<file path="src/rtl/exec_trace_buffer.sv">
// Trace capture FIFO for the RV32I core.
// Records one (PC, ALU result) pair per new instruction and drains the pairs
// through a show-ahead valid/ready port. The core cannot be stalled, so
// captures that arrive while the FIFO is full are dropped and counted.
module exec_trace_buffer #(
   parameter int DEPTH = 16,
   parameter int OVF_W = 16
) (
   input  logic                     clk,
   input  logic                     reset,
   input  logic [31:0]              pc_in,
   input  logic [31:0]              alu_in,
   input  logic                     capture_en,
   output logic                     trace_valid,
   input  logic                     trace_ready,
   output logic [31:0]              trace_pc,
   output logic [31:0]              trace_alu,
   output logic [$clog2(DEPTH):0]   count,
   output logic                     full,
   output logic                     empty,
   output logic [OVF_W-1:0]         overflow_cnt
);

   localparam int AW = $clog2(DEPTH);
   localparam int CW = AW + 1;
   localparam logic [CW-1:0]    FULL_CNT = CW'(DEPTH);
   localparam logic [CW-1:0]    CNT_ONE  = CW'(1);
   localparam logic [AW-1:0]    PTR_ONE  = AW'(1);
   localparam logic [OVF_W-1:0] OVF_ONE  = OVF_W'(1);

   // Increment that sticks at all-ones instead of wrapping.
   function automatic logic [OVF_W-1:0] sat_inc(input logic [OVF_W-1:0] v);
      return (&v) ? v : v + OVF_ONE;
   endfunction

   logic [31:0]      last_pc_q, last_pc_d;
   logic             primed_q, primed_d;
   logic [AW-1:0]    wr_ptr_q, wr_ptr_d;
   logic [AW-1:0]    rd_ptr_q, rd_ptr_d;
   logic [CW-1:0]    count_q, count_d;
   logic [OVF_W-1:0] ovf_q, ovf_d;
   logic [63:0]      mem [DEPTH];

   logic cap;
   logic pop;
   logic push;
   logic drop;

   // Status and show-ahead head data come from registered state only.
   always_comb begin
      empty       = (count_q == '0);
      full        = (count_q == FULL_CNT);
      count       = count_q;
      trace_valid = !empty;
      trace_pc    = '0;
      trace_alu   = '0;
      if (!empty) begin
         trace_pc  = mem[rd_ptr_q][63:32];
         trace_alu = mem[rd_ptr_q][31:0];
      end
      overflow_cnt = ovf_q;
   end

   // Capture decision, push/pop arbitration and next-state computation.
   always_comb begin
      cap  = capture_en && (!primed_q || (pc_in != last_pc_q));
      pop  = trace_valid && trace_ready;
      push = cap && (!full || pop);
      drop = cap && full && !pop;

      // Losing capture_en forgets the last PC so the first sample after
      // re-enable is recorded even when the PC has not moved.
      last_pc_d = capture_en ? pc_in : last_pc_q;
      primed_d  = capture_en;

      wr_ptr_d = push ? wr_ptr_q + PTR_ONE : wr_ptr_q;
      rd_ptr_d = pop  ? rd_ptr_q + PTR_ONE : rd_ptr_q;

      count_d = count_q;
      case ({push, pop})
         2'b10:   count_d = count_q + CNT_ONE;
         2'b01:   count_d = count_q - CNT_ONE;
         default: count_d = count_q;
      endcase

      ovf_d = drop ? sat_inc(ovf_q) : ovf_q;
   end

   // Control state; asynchronous reset empties the FIFO immediately.
   always_ff @(posedge clk or posedge reset) begin
      if (reset) begin
         last_pc_q <= '0;
         primed_q  <= 1'b0;
         wr_ptr_q  <= '0;
         rd_ptr_q  <= '0;
         count_q   <= '0;
         ovf_q     <= '0;
      end else begin
         last_pc_q <= last_pc_d;
         primed_q  <= primed_d;
         wr_ptr_q  <= wr_ptr_d;
         rd_ptr_q  <= rd_ptr_d;
         count_q   <= count_d;
         ovf_q     <= ovf_d;
      end
   end

   // Entry storage; contents are only meaningful below the count, so no reset.
   always_ff @(posedge clk) begin
      if (push) begin
         mem[wr_ptr_q] <= {pc_in, alu_in};
      end
   end

endmodule

</file>
<file path="config.mk">
export PLATFORM = sky130hd
export DESIGN_NAME = exec_trace_buffer
export DESIGN_NICKNAME = d
export VERILOG_FILES = /design/src/rtl/exec_trace_buffer.sv
export SDC_FILE = /design/constraint.sdc
export NUM_CORES = 1
export LEC_CHECK = 0
export BUFFER_PORTS_ARGS = -buffer_cell sky130_fd_sc_hd__buf_2
export CAP_MARGIN = 0
export CELL_PAD_IN_SITES_DETAIL_PLACEMENT = 2
export CELL_PAD_IN_SITES_GLOBAL_PLACEMENT = 2
export CORE_MARGIN = 10
export CORE_UTILIZATION = 50
export DETAILED_ROUTE_END_ITERATION = 10
export GPL_TIMING_DRIVEN = 0
export PLACE_DENSITY_LB_ADDON = 0.1
export SLEW_MARGIN = 5
export SYNTH_ARGS = -nofsm -noshare
export SYNTH_HDL_FRONTEND = slang
export SYNTH_SLANG_ARGS = --single-unit
export TNS_END_PERCENT = 50
</file>
<file path="constraint.sdc">
create_clock -name clk -period 9.8 [get_ports clk]
set_clock_uncertainty 0.1 [all_clocks]
set_input_delay 1.96 -clock clk [delete_from_list [all_inputs] [get_ports clk]]
set_output_delay 1.96 -clock clk [all_outputs]
set_load 0.05 [all_outputs]
</file>
Word level (Yosys, flattened, before mapping)
Memory sizes are Yosys's and may differ from the RTL's.
Cells that the tools add are included.
{"block": "op_classes", "add_sub_neg": 5, "n_eq_ne": 4, "bitwise_logic": 1, "n_mux": 5, "reduce_logical": 15}
{"op": "32-bit two-way mux", "count": 2}
{"op": "32-bit != test", "count": 1}
{"op": "16-bit by 1-bit adder with 16-bit output (second input constant)", "count": 1}
{"op": "16-bit AND reduction", "count": 1}
{"op": "5-bit one-hot mux with 2 select lines", "count": 1}
{"op": "4-bit by 1-bit adder with 4-bit output (second input constant)", "count": 2}
{"op": "5-bit by 1-bit adder with 5-bit output (second input constant)", "count": 1}
{"op": "5-bit equality test (second input constant)", "count": 1}
{"op": "1-bit logical AND", "count": 5}
{"op": "5-bit logical NOT", "count": 1}
{"op": "5-bit by 1-bit subtractor with 5-bit output (second input constant)", "count": 1}
{"op": "1-bit logical NOT", "count": 4}
{"op": "2-bit by 1-bit equality test with 1-bit output (second input constant)", "count": 1}
{"op": "2-bit equality test (second input constant)", "count": 1}
{"op": "1-bit logical OR", "count": 2}
{"op": "1-bit two-way mux", "count": 2}
{"op": "2-bit AND reduction", "count": 1}
{"op": "2-bit nonzero test", "count": 1}
{"op": "1-bit inverter", "count": 1}
{"block": "word_totals", "out_inout_bits": 88, "ramBits": 1024, "ff_bits": 62, "inputBits": 68, "mem_count": 1}
{"name": "mem", "words": 16, "word_bits": 64, "read_ports": 1, "rd_clocked_by_memory_dff": 0, "write_ports": 1, "line_no": "42", "rtl": "logic [63:0] mem [DEPTH];"}

Longest topological paths before layout
{"block": "logic_depth", "word_depth": 7, "mapped_depth": 13, "ltp_nobuf": 13}

Worst setup path before layout
OpenSTA, ideal clock, no wires.
{"block": "synth_timing", "path_type": "input-to-reg", "startpoint": "in pc_in[17]", "endpoint": "mem mem[0][0] (enable)", "required_time_ps": 9054, "path_buffers": 1, "arrival_time_ps": 9151, "slack_ps": -96, "setup_ps": 646, "path_stages": 7, "cell_sequence": "xor2_1 > nor2_1 > nand4bb_1 > o31ai_4 > nor2_1 > buf_2 > nor4bb_1"}
{"block": "synth_via", "elab_chain_len": 6}
{"item": "start: declaration", "line_no": "11", "rtl": "input logic [31:0] pc_in,"}
{"item": "32-bit != test", "line_no": "66", "rtl": "cap = capture_en && (!primed_q || (pc_in != last_pc_q));"}
{"item": "1-bit logical OR", "line_no": "66"}
{"item": "1-bit logical AND", "line_no": "66"}
{"item": "1-bit logical AND", "line_no": "68", "rtl": "push = cap && (!full || pop);"}
{"item": "1-bit two-way mux", "line_no": "110", "rtl": "if (push) begin"}
{"item": "1-bit two-way mux (not written as such)", "line_no": "111", "rtl": "mem[wr_ptr_q] <= {pc_in, alu_in};"}
{"item": "end: declaration", "line_no": "42"}
Every way passes these cells.

Final worst setup path
{"block": "layout_timing", "startpoint": "reg rd_ptr_q[1]", "endpoint": "out trace_pc[2]"}
{"block": "layout_via", "elab_chain_len": 2}
{"item": "start: declaration", "line_no": "39", "rtl": "logic [AW-1:0] rd_ptr_q, rd_ptr_d;"}
{"item": "start signal: assignment", "line_no": "102", "rtl": "rd_ptr_q <= rd_ptr_d;"}
{"item": "memory read 16 x 64 bit"}
{"item": "32-bit two-way mux", "line_no": "57", "rtl": "if (!empty) begin"}
{"item": "end: declaration", "line_no": "16", "rtl": "output logic [31:0] trace_pc,"}
Every way passes these cells.

==> out/metrics.yaml <==
gp_congestion: 0.7768
ctsResizeCount: 0
timing.rr.end: "mem[1][12]$_DFFE_PP_"
holdWs_ps: 412.1
holdBufCountCts: 0
antenna_found_initial: 16
first_iter_violations: 2636
totalPowerFinal_uw: 15560
path_clk_slew_ps: 60
critPathMostFrequentCell: "clkbuf_1"
core_mm2: 0.08369
netlist_area_mm2: 0.04218
slew_headroom: 0.1482
p_int_uw: 9986
hold_path_depth: 1
path_cells: "clkbuf_1, clkbuf_1, clkbuf_1, mux4_2, mux4_2, and2_1, buf_2"
finalNetCount: 2198
cp-end-kind: "output pin"
die_w_um: 310.4
hold_viol: 0
syn_inst: 1806
switching_share: 0.3583
fin_cells: 3357
chipHeight_um: 310.4
grt_pass1_wl_um: 194100
grt_max_degree: 50
power_switching_uw: 5575
ys_types: 40
max-vdd-ir-drop_uv: 209.5
clock_latency_ps: 690
critPathBufInv: 4
portBuffers: 155
dieArea_mm2: 0.09638
post_cts_buffers: 0
ctsRootBufferMaster: "clkbuf_16"
firstDrtPassIters: 5
cts_tree: "done"
placedCellCount: 3140
routed_wl_um: 136400
yosysTopAreaCellShare: 0.7290
synth_nets: 1884
crit_path_start: "rd_ptr_q[1]$_DFFE_PP0P_"
cts_buffers: 112
p_comb_frac: 0.353
vias_per_cell: 6.414
path_depth: 7
gr-total-overflow: 0
ys_seq_elements: 1086
post-dp-hpwl_um: 78560
setup.worst_path.start_class: "flop"
start_util: 0.5040
max-cap-violations: 0
syn_area_per_cell_um2: 23.36
drt-wirelength-per-cell_um: 40.62
r2r_start: "last_pc_q[0]$_DFFE_PP0P_"
clkSinkCount: 1086
worstMarginPinSlew_ps: 1278
leakage_uw: 0.01587
seqPwrFrac: 0.370
drive_gt1_frac: 0.3425
slowest_stage: "clkbuf_1"
drtAntennaViolNets: 0
holdCritStartpoint: "overflow_cnt[9]$_DFFE_PP0P_"
pin_count: 156
crit_fanout: 10
yosysWarnings: 0
row_count: 106
yosysSeqAreaShare: 0.7658
powerDensity_mw_per_mm2: 319.0
crit_arrival_ps: 4550
grtUsageTotal: 0.2897
fmax_ghz: 0.1512
r2r_cells: 10
synth_top_area_cell: "edfxtp_1"
yosys-top-cells-area: "edfxtp_1 (73%), mux4_2 (17%), dfrtp_1 (3.7%), and2_1 (0.96%), mux2_2 (0.91%)"
slowest_delay_ps: 900
crit_type: "reg2out"
layout_min_cycle_time_ps: 6614
ctsLongestPathBuffers: 3
htreeDepth: 3
setup_violations: 0
via_count: 21530
slew_violations: 0
rsz0062_at_grt: "false"
hold_class: "reg2reg"
fin_crit_sh: 0.6748
clkPwrFrac: 0.277
cp_data_required_time_ps: 7740
grt_pass1_vias: 24340
drc_errors: 0
cp_top_family: "buffers and inverters"
synthToLayoutAreaGrowth_pct: 15.64
hold_path_end: "overflow_cnt[9]$_DFFE_PP0P_"
status: "complete, no violations"
r2r_setup_slack_ps: 5500
[cells in the final DEF, fill, tap and decap left out, types with 15 or more instances in the layout]
cell and instances:
clkbuf_1 88, xnor2_1 24, and2_1 65, edfxtp_1 1024
buf_2 183, nand4_1 15, xor2_1 32, clkinv_2 17
clkbuf_16 115, mux4_2 320, clkinv_1 17, mux2_2 34
inv_1 15, dfrtp_1 62, buf_6 28, nand2_1 20
[power groups by stage]
| stage | clock network (uW) | registers, uW | logic, uW |
|---|---|---|---|
| floorplan | 0 | 5810 | 3620 |
| global placement | 0 | 5850 | 5110 |
| detailed placement | 0 | 5820 | 5430 |
| CTS | 4350 | 5760 | 5560 |
| global route | 4520 | 5780 | 5750 |
| finish | 4310 | 5760 | 5500 |
[per-layer routing]
layer	GRT usage	wire, um	up-vias	part of all wire
li1	-	-	8292	-
met1	0.3680	51650	11870	0.38
met2	0.4904	69920	1093	0.51
met3	0.05750	9464	274	0.069
met4	0.1100	5281	6	0.039
met5	0	34	-	0.00025
[final cells by class]
type / count / area (um2)
buffer: 89 / 377.9
timing repair buffer: 200 / 1503
inverter: 16 / 62.56
clock buffer: 162 / 3154
sequential: 1086 / 32300
multi-input combinational: 615 / 9542
fill: 6712 / 34910
tap: 1134 / 1419
antenna: 10 / 25.02
clock inverter: 45 / 394.1
[kinds of logic after synthesis]
logic type | after synthesis | share of synthesized area
DFF | 1086 | 0.7658
buffers and inverters | 105 | 0.01035
adders and majority gates | 10 | 0.003144
AOI/OAI and AO/OA | 23 | 0.004005
xor gates and xnor gates | 56 | 0.01163
muxes | 354 | 0.1799
and+or+nand+nor | 172 | 0.02513
[cell usage after synthesis, drive strengths merged]
| cell type | count |
|---|---|
| edfxtp | 1024 |
| mux4 | 320 |
| and2 | 65 |
| dfrtp | 62 |
| clkbuf | 52 |
| buf | 37 |
| mux2 | 34 |
| xor2 | 32 |
| xnor2 | 24 |
| nand2 | 20 |
| inv | 16 |
| nand4 | 15 |
| nor4 | 12 |
| ha | 9 |
| nand3 | 9 |
| nor2 | 9 |
| and4b | 8 |
| nor3 | 8 |
| a21oi | 7 |
| and3 | 5 |
| and4 | 5 |
| a211oi | 4 |
| nor4bb | 4 |
| nor4b | 3 |
| o21ai | 3 |
| or3 | 3 |
| a21o | 2 |
| a221oi | 2 |
| nor3b | 2 |
| or2 | 2 |
| a2111oi | 1 |
| a22oi | 1 |
| fa | 1 |
| nand4bb | 1 |
| o211a | 1 |
| o2bb2ai | 1 |
| o31ai | 1 |
| or4 | 1 |
[worst max path at each step]
stage / to / slack, ps
after CTS: trace_pc[31] / 3190
after global placement: mem[2][5]$_DFFE_PP_ / -8890
after global routing: trace_pc[2] / 2970
final: trace_pc[2] / 3190
after detailed placement: mem[1][6]$_DFFE_PP_ / 3800
after floorplan: mem[2][0]$_DFFE_PP_ / -90
[registers in the layout (all words and copies together) (netlist names)]
signal	flops
count	5
last_pc_q	32
mem	1024
overflow_cnt	16
primed_q	1
rd_ptr_q	4
wr_ptr_q	4
[metrics by stage]
stage	cell area [um2]	TNS [ps]	util	setup slack [ps]
after detailed placement	45200	0	0.5401	3799
after global placement	44390	-1503190	0.5304	-8894
after floorplan	42190	-6075	-	-94.92
final	48780	0	0.5829	3187
after CTS	48750	0	0.5825	3190
after global routing	48770	0	0.5827	2971
[worst reg2reg max path, stage by stage (launching register included)]
cell and delay (ps):
dfrtp_1 410, xor2_1 430, nor4_1 160, nand3_1 190, o31ai_4 160, nor2_1 590, buf_2 360, nor4bb_4 820
buf_6 300, buf_6 240, buf_6 220
No activity file was read; power rests on OpenSTA's default activity.
